## src/rtl/mc_ctrl.sv

```systemverilog
// Multicycle control FSM for the ARM-subset core, plus the NZCV status register.
// Define MC_CTRL_COND_EN to evaluate the condition field; otherwise every instruction executes.
module mc_ctrl (
    input  logic        clk,
    input  logic        rst_n,
    input  logic [31:0] instr,
    input  logic [3:0]  alu_flags,
    output logic [2:0]  alu_op,
    output logic [1:0]  alu_src_a,
    output logic [1:0]  alu_src_b,
    output logic [1:0]  res_src,
    output logic        adr_src,
    output logic        ir_we,
    output logic        pc_we,
    output logic        reg_we,
    output logic        mem_we,
    output logic [3:0]  nzcv,
    output logic        illegal
);

    typedef enum logic [3:0] {
        StFetch, StDecode, StMemAdr, StMemRd, StMemWb,
        StMemWr, StExecR, StExecI, StAluWb, StBranch
    } state_e;

    state_e     state_q;
    logic [3:0] nzcv_q;

    logic [3:0] cond;
    logic [1:0] op;
    logic       imm_bit;
    logic [3:0] cmd;
    logic       s_bit;
    logic       is_cmp;
    logic       cmd_legal;
    logic [2:0] cmd_alu_op;
    logic       cond_pass;
    logic       unused_instr;

    assign cond         = instr[31:28];
    assign op           = instr[27:26];
    assign imm_bit      = instr[25];
    assign cmd          = instr[24:21];
    assign s_bit        = instr[20];
    assign is_cmp       = (cmd == 4'b1010);
    assign unused_instr = ^instr[19:0];

    always_comb begin
        cmd_legal  = 1'b1;
        cmd_alu_op = 3'b000;
        unique case (cmd)
            4'b0100: cmd_alu_op = 3'b000;
            4'b0010: cmd_alu_op = 3'b001;
            4'b0000: cmd_alu_op = 3'b010;
            4'b1100: cmd_alu_op = 3'b011;
            4'b1010: cmd_alu_op = 3'b001;
            default: cmd_legal  = 1'b0;
        endcase
    end

`ifdef MC_CTRL_COND_EN
    logic flag_n, flag_z, flag_c, flag_v;
    assign {flag_n, flag_z, flag_c, flag_v} = nzcv_q;

    always_comb begin
        cond_pass = 1'b0;
        unique case (cond)
            4'b0000: cond_pass = flag_z;
            4'b0001: cond_pass = !flag_z;
            4'b0010: cond_pass = flag_c;
            4'b0011: cond_pass = !flag_c;
            4'b0100: cond_pass = flag_n;
            4'b0101: cond_pass = !flag_n;
            4'b0110: cond_pass = flag_v;
            4'b0111: cond_pass = !flag_v;
            4'b1000: cond_pass = flag_c && !flag_z;
            4'b1001: cond_pass = !flag_c || flag_z;
            4'b1010: cond_pass = (flag_n == flag_v);
            4'b1011: cond_pass = (flag_n != flag_v);
            4'b1100: cond_pass = !flag_z && (flag_n == flag_v);
            4'b1101: cond_pass = flag_z || (flag_n != flag_v);
            4'b1110: cond_pass = 1'b1;
            default: cond_pass = 1'b0;
        endcase
    end
`else
    logic unused_cond;
    assign unused_cond = ^cond;
    assign cond_pass   = 1'b1;
`endif

    always_ff @(posedge clk or negedge rst_n) begin
        if (!rst_n) begin
            state_q <= StFetch;
            nzcv_q  <= 4'b0000;
        end else begin
            unique case (state_q)
                StFetch:  state_q <= StDecode;
                StDecode: begin
                    if (!cond_pass) begin
                        state_q <= StFetch;
                    end else begin
                        unique case (op)
                            2'b01:   state_q <= StMemAdr;
                            2'b00:   state_q <= imm_bit ? StExecI : StExecR;
                            2'b10:   state_q <= StBranch;
                            default: state_q <= StFetch;
                        endcase
                    end
                end
                StMemAdr: state_q <= s_bit ? StMemRd : StMemWr;
                StMemRd:  state_q <= StMemWb;
                StExecR, StExecI: begin
                    if (cmd_legal) begin
                        state_q <= StAluWb;
                        if (s_bit || is_cmp) nzcv_q <= alu_flags;
                    end else begin
                        state_q <= StFetch;
                    end
                end
                default:  state_q <= StFetch;
            endcase
        end
    end

    logic ir_we_raw, pc_we_raw, reg_we_raw, mem_we_raw;

    always_comb begin
        alu_op     = 3'b000;
        alu_src_a  = 2'b00;
        alu_src_b  = 2'b00;
        res_src    = 2'b00;
        adr_src    = 1'b0;
        ir_we_raw  = 1'b0;
        pc_we_raw  = 1'b0;
        reg_we_raw = 1'b0;
        mem_we_raw = 1'b0;
        illegal    = 1'b0;
        unique case (state_q)
            StFetch: begin
                alu_src_a = 2'b01;
                alu_src_b = 2'b10;
                res_src   = 2'b10;
                ir_we_raw = 1'b1;
                pc_we_raw = 1'b1;
            end
            StDecode: begin
                alu_src_a = 2'b01;
                alu_src_b = 2'b10;
                illegal   = cond_pass && (op == 2'b11);
            end
            StMemAdr: alu_src_b = 2'b01;
            StMemRd:  adr_src = 1'b1;
            StMemWb: begin
                res_src    = 2'b01;
                reg_we_raw = 1'b1;
            end
            StMemWr: begin
                adr_src    = 1'b1;
                mem_we_raw = 1'b1;
            end
            StExecR, StExecI: begin
                alu_op    = cmd_alu_op;
                alu_src_b = (state_q == StExecI) ? 2'b01 : 2'b00;
                illegal   = !cmd_legal;
            end
            StAluWb:  reg_we_raw = !is_cmp;
            StBranch: begin
                alu_src_a = 2'b01;
                alu_src_b = 2'b01;
                res_src   = 2'b10;
                pc_we_raw = 1'b1;
            end
            default: ;
        endcase
    end

    // Strobes are gated by reset directly so an abort kills a write in the same cycle.
    assign ir_we  = ir_we_raw && rst_n;
    assign pc_we  = pc_we_raw && rst_n;
    assign reg_we = reg_we_raw && rst_n;
    assign mem_we = mem_we_raw && rst_n;
    assign nzcv   = nzcv_q;

endmodule

```

## config.mk

```make
export PLATFORM = sky130hd
export DESIGN_NAME = mc_ctrl
export DESIGN_NICKNAME = d
export VERILOG_FILES = /design/src/rtl/mc_ctrl.sv
export SDC_FILE = /design/constraint.sdc
export NUM_CORES = 1
export LEC_CHECK = 0
export CORE_UTILIZATION = 29
export DETAILED_ROUTE_END_ITERATION = 16
export HOLD_SLACK_MARGIN = 0.06
export PLACE_DENSITY = 0.78
export SLEW_MARGIN = 5
export SYNTH_ARGS = -nofsm -noshare
export SYNTH_HDL_FRONTEND = slang
export SYNTH_SLANG_ARGS = --single-unit
export TNS_END_PERCENT = 1
```

## constraint.sdc

```tcl
create_clock -name clk -period 1.98 [get_ports clk]
set_input_delay 0.495 -clock clk [delete_from_list [all_inputs] [get_ports clk]]
set_output_delay 0.495 -clock clk [all_outputs]
set_load 0.05 [all_outputs]
```

==> impl.org <==
** Route
- The first TritonRoute pass finished after 4 iterations.
- Post-route ant nets :: 0
- Vias :: 720
- Via-per-instance ratio :: 5.11
- The final layout contains routed wiring with a total length of 2.11 mm.
- Post-route DRC :: 0
- Routed length per placed instance :: 15.0 um
- Initial DRC Count :: 25

** Clock network
- Clock latency on the worst-skew pair, taken at its later pin, is 250 ps.
- Sinks on the clock net :: 8
- After clock tree synthesis, the clock-pin slew on the worst setup and hold paths is 60 ps.
- TritonCTS built the clock tree.
- The tree is rooted in a sky130_fd_sc_hd__clkbuf_4.
- CTS built an H-tree with a depth of 1.
- Counting the buffers created by CTS gives 3.
- The clock passes through at most 2 buffers.

** Critical path
- The worst setup path is launched from a register.
- Worst path required time :: 1480 ps
- Type of destination of the critical path :: primary output
- Of all nets on the critical path, the largest fanout is 5.
- Data arrives at the worst endpoint at 1580 ps.
- Category of the critical setup timing path :: reg2out

** Synthesis
- The most used flip-flop cell after synthesis is sky130_fd_sc_hd__dfrtp_1.
- Ranked by total cell area, the synthesized netlist is headed by sky130_fd_sc_hd__dfrtp_1, sky130_fd_sc_hd__mux2_1, sky130_fd_sc_hd__nor3_1.
- Of all cell types, the one taking the most synthesized area is sky130_fd_sc_hd__dfrtp_1.
- Most frequent cell after synthesis :: sky130_fd_sc_hd__dfrtp_1
- Share of the synthesized area in the top cell type :: 34.4%
- Counting every instance in the synthesized netlist gives 66.
- In this run, synthesis inferred 0 flip-flops with an integrated enable.
- The Yosys step of the flow raised 0 warnings.
- After synthesis, the netlist uses 31 different library cells.
- Flop and latch count out of synthesis :: 8
- In the synthesized netlist, the cells that appear most often are sky130_fd_sc_hd__dfrtp_1, sky130_fd_sc_hd__nor2_1, sky130_fd_sc_hd__nor3_1.
- Proportion of synthesized flip-flops having asynchronous set or reset :: 100%
- Of the synthesized area, sequential elements account for 34.4%.
- In this run the mean area of a mapped cell was 8.82 um2.
- Total standard cell area after synthesis :: 582 um2

** GRT
- The first global-routing pass estimated 3.23 mm of wire.
- The initial antenna violation count is 0.
- The number of global-route vias before repair was 703.
- Global routing consumed, over all layers together, 21.0% of the routing resources.
- Residual overflow from global routing :: 0
- Pin count of the biggest net entering global routing :: 11

** Floorplan
- The floorplan step defined a die boundary enclosing 2190 um2.
- Area of the core :: 1800 um2
- Io pins :: 57
- Die extent in y :: 46.8 um
- Measured along the x axis, the die boundary spans 46.8 um.
- The initial utilization of the core area, before any placement, comes to 32.3%.
- The initialized floorplan defines 15 standard-cell rows.

** STA
- Final setup viols :: 4
- Headroom to the max-slew limit came out at 66.5%.
- Derived from the worst setup path, the maximum achievable clock frequency is 483 MHz.
- The tightest hold path in the finished design has a slack of 253 ps.
- Pin slew with the least headroom to its limit :: 501 ps
- The final hold violation count was 0.
- Final max-slew violation count :: 0
- Post-Route Setup TNS :: -168 ps
- Final setup margin :: -90.7 ps
- Final clock period utilization by the worst path :: 105%
- Unrepaired setup endpoints after global routing :: yes
- Post-Route Skew :: 4.39 ps
- Minimum clock period :: 2070 ps

** Power and ir drop
- Across the VDD grid, the largest voltage drop is 1.13 mV.
- Dividing total power by cell area gives a power density of 1530 nW/um2.
- Static Leakage :: 0.586 nW

** Place
- HPWL after DPL :: 1.54 mm
- Port buffering added 30 buffers.
- Routability-driven placement finished with a final weighted congestion of 0.876.
- Minimum setup slack after placement :: -306 ps
- The number of placed instances, taps included, is 133.

** Worst hold path
- The tightest min-delay check is of the in2async type.

** Cells and area
- The filler cells instantiated in the layout total 119.
- Count of non-filler cells in the finished layout :: 141
- In the final layout, flip-flops and latches occupy 204 um2.
- Number of nets in the finished design :: 156
- Area growth syn-to-layout :: 128%
- 0 antenna diodes ended up in the layout.
- Combined area of the multi-input logic cells :: 467 um2
- Of the cells placed in the final design, the portion with a size suffix greater than 1 is 51.7%.

** Run status
- The final reports fail on setup timing.
- Result of the run :: finished, violations left

** Flow run
- Max-cap violations in this run came to 0.
## worst paths after layout
check                                        to  depth (start not counted)  slack (ps)                 start
max in group asynchronous  state_q[2]$_DFF_PN0_                          2        1600                 rst_n
hold / removal              nzcv[2]$_DFFE_PN0P_                          2         250                 rst_n
min in group clk            nzcv[2]$_DFFE_PN0P_                          1         480   nzcv[2]$_DFFE_PN0P_
hold reg to reg             nzcv[2]$_DFFE_PN0P_                          1         480   nzcv[2]$_DFFE_PN0P_
setup reg to reg            nzcv[1]$_DFFE_PN0P_                          5         210  state_q[3]$_DFF_PN0_
setup / recovery                      alu_op[1]                          4         -90  state_q[3]$_DFF_PN0_
## report_power, final
group,internal [W],switching (W)
clock,0.0000692,0.0000523
sequential,0.000227,0.0000582
combinational,0.000750,0.000875
total,0.00105,0.000986
## registers in the layout, summed over array words and instances (netlist names)
signal   cells
state_q      4
nzcv         4
## stage by stage
step | total power, W | instance area (um2) | util (%)
after floorplan | 0.00110 | 643 | -
after global placement | 0.00176 | 1200 | 66.6
after detailed placement | 0.00180 | 1200 | 66.6
after CTS | 0.00196 | 1250 | 69.2
after global routing | 0.00212 | 1330 | 73.8
final | 0.00203 | 1330 | 73.8
## final cells by class
cell class,count,share of cell area [%]
timing repair buffer,52,45.2
multi-input combinational,52,35.1
sequential,8,15.3
tap,25,2.35
clock buffer,3,1.69
inverter,1,0.282
## critical path: stages, from the launching register on
cell and delay, ps:
sky130_fd_sc_hd__dfrtp_2 440, sky130_fd_sc_hd__nand3b_1 220, sky130_fd_sc_hd__buf_6 170, sky130_fd_sc_hd__nor4_4 320, sky130_fd_sc_hd__buf_12 180
## cells in the final DEF, fill, tap and decap left out, types with 3 or more instances in the layout
cell	count
sky130_fd_sc_hd__dfrtp_1	5
sky130_fd_sc_hd__buf_4	20
sky130_fd_sc_hd__buf_12	13
sky130_fd_sc_hd__clkbuf_4	3
sky130_fd_sc_hd__dlygate4sd2_1	4
sky130_fd_sc_hd__mux2_1	4
sky130_fd_sc_hd__dfrtp_2	3
sky130_fd_sc_hd__nor3_2	3
sky130_fd_sc_hd__clkdlybuf4s50_1	12
sky130_fd_sc_hd__nor2_1	6
## metal layers
layer,track usage (%),vias up,wire length [um]
met2,35.8,25,1060
met5,0,-,0
li1,-,333,-
met3,4.23,4,95
met4,6.86,0,38
met1,26.5,358,913
## repair_timing
item / in CTS / in global routing
hold endpoints to repair: 0 / 0
buffers inserted: 0 / 5
hold buffers: 0 / 0
resized for setup: 13 / 11
pin swaps: 6 / 3
endpoints found under the setup margin: 12 / 9
## cells by family (layout without fill, tap and decap cells)
| logic type | after synthesis | in the layout | share of synthesized area (%) |
|---|---|---|---|
| buffers and inverters | 7 | 56 | 6.24 |
| DFF | 8 | 8 | 34.4 |
| other | 1 | 2 | 0.645 |
| AOI/OAI and AO/OA | 13 | 13 | 15.5 |
| muxes | 5 | 5 | 9.46 |
| xor gates and xnor gates | 2 | 2 | 3.01 |
| and+or+nand+nor | 30 | 30 | 30.8 |
Power figures use the tool's default switching activity.
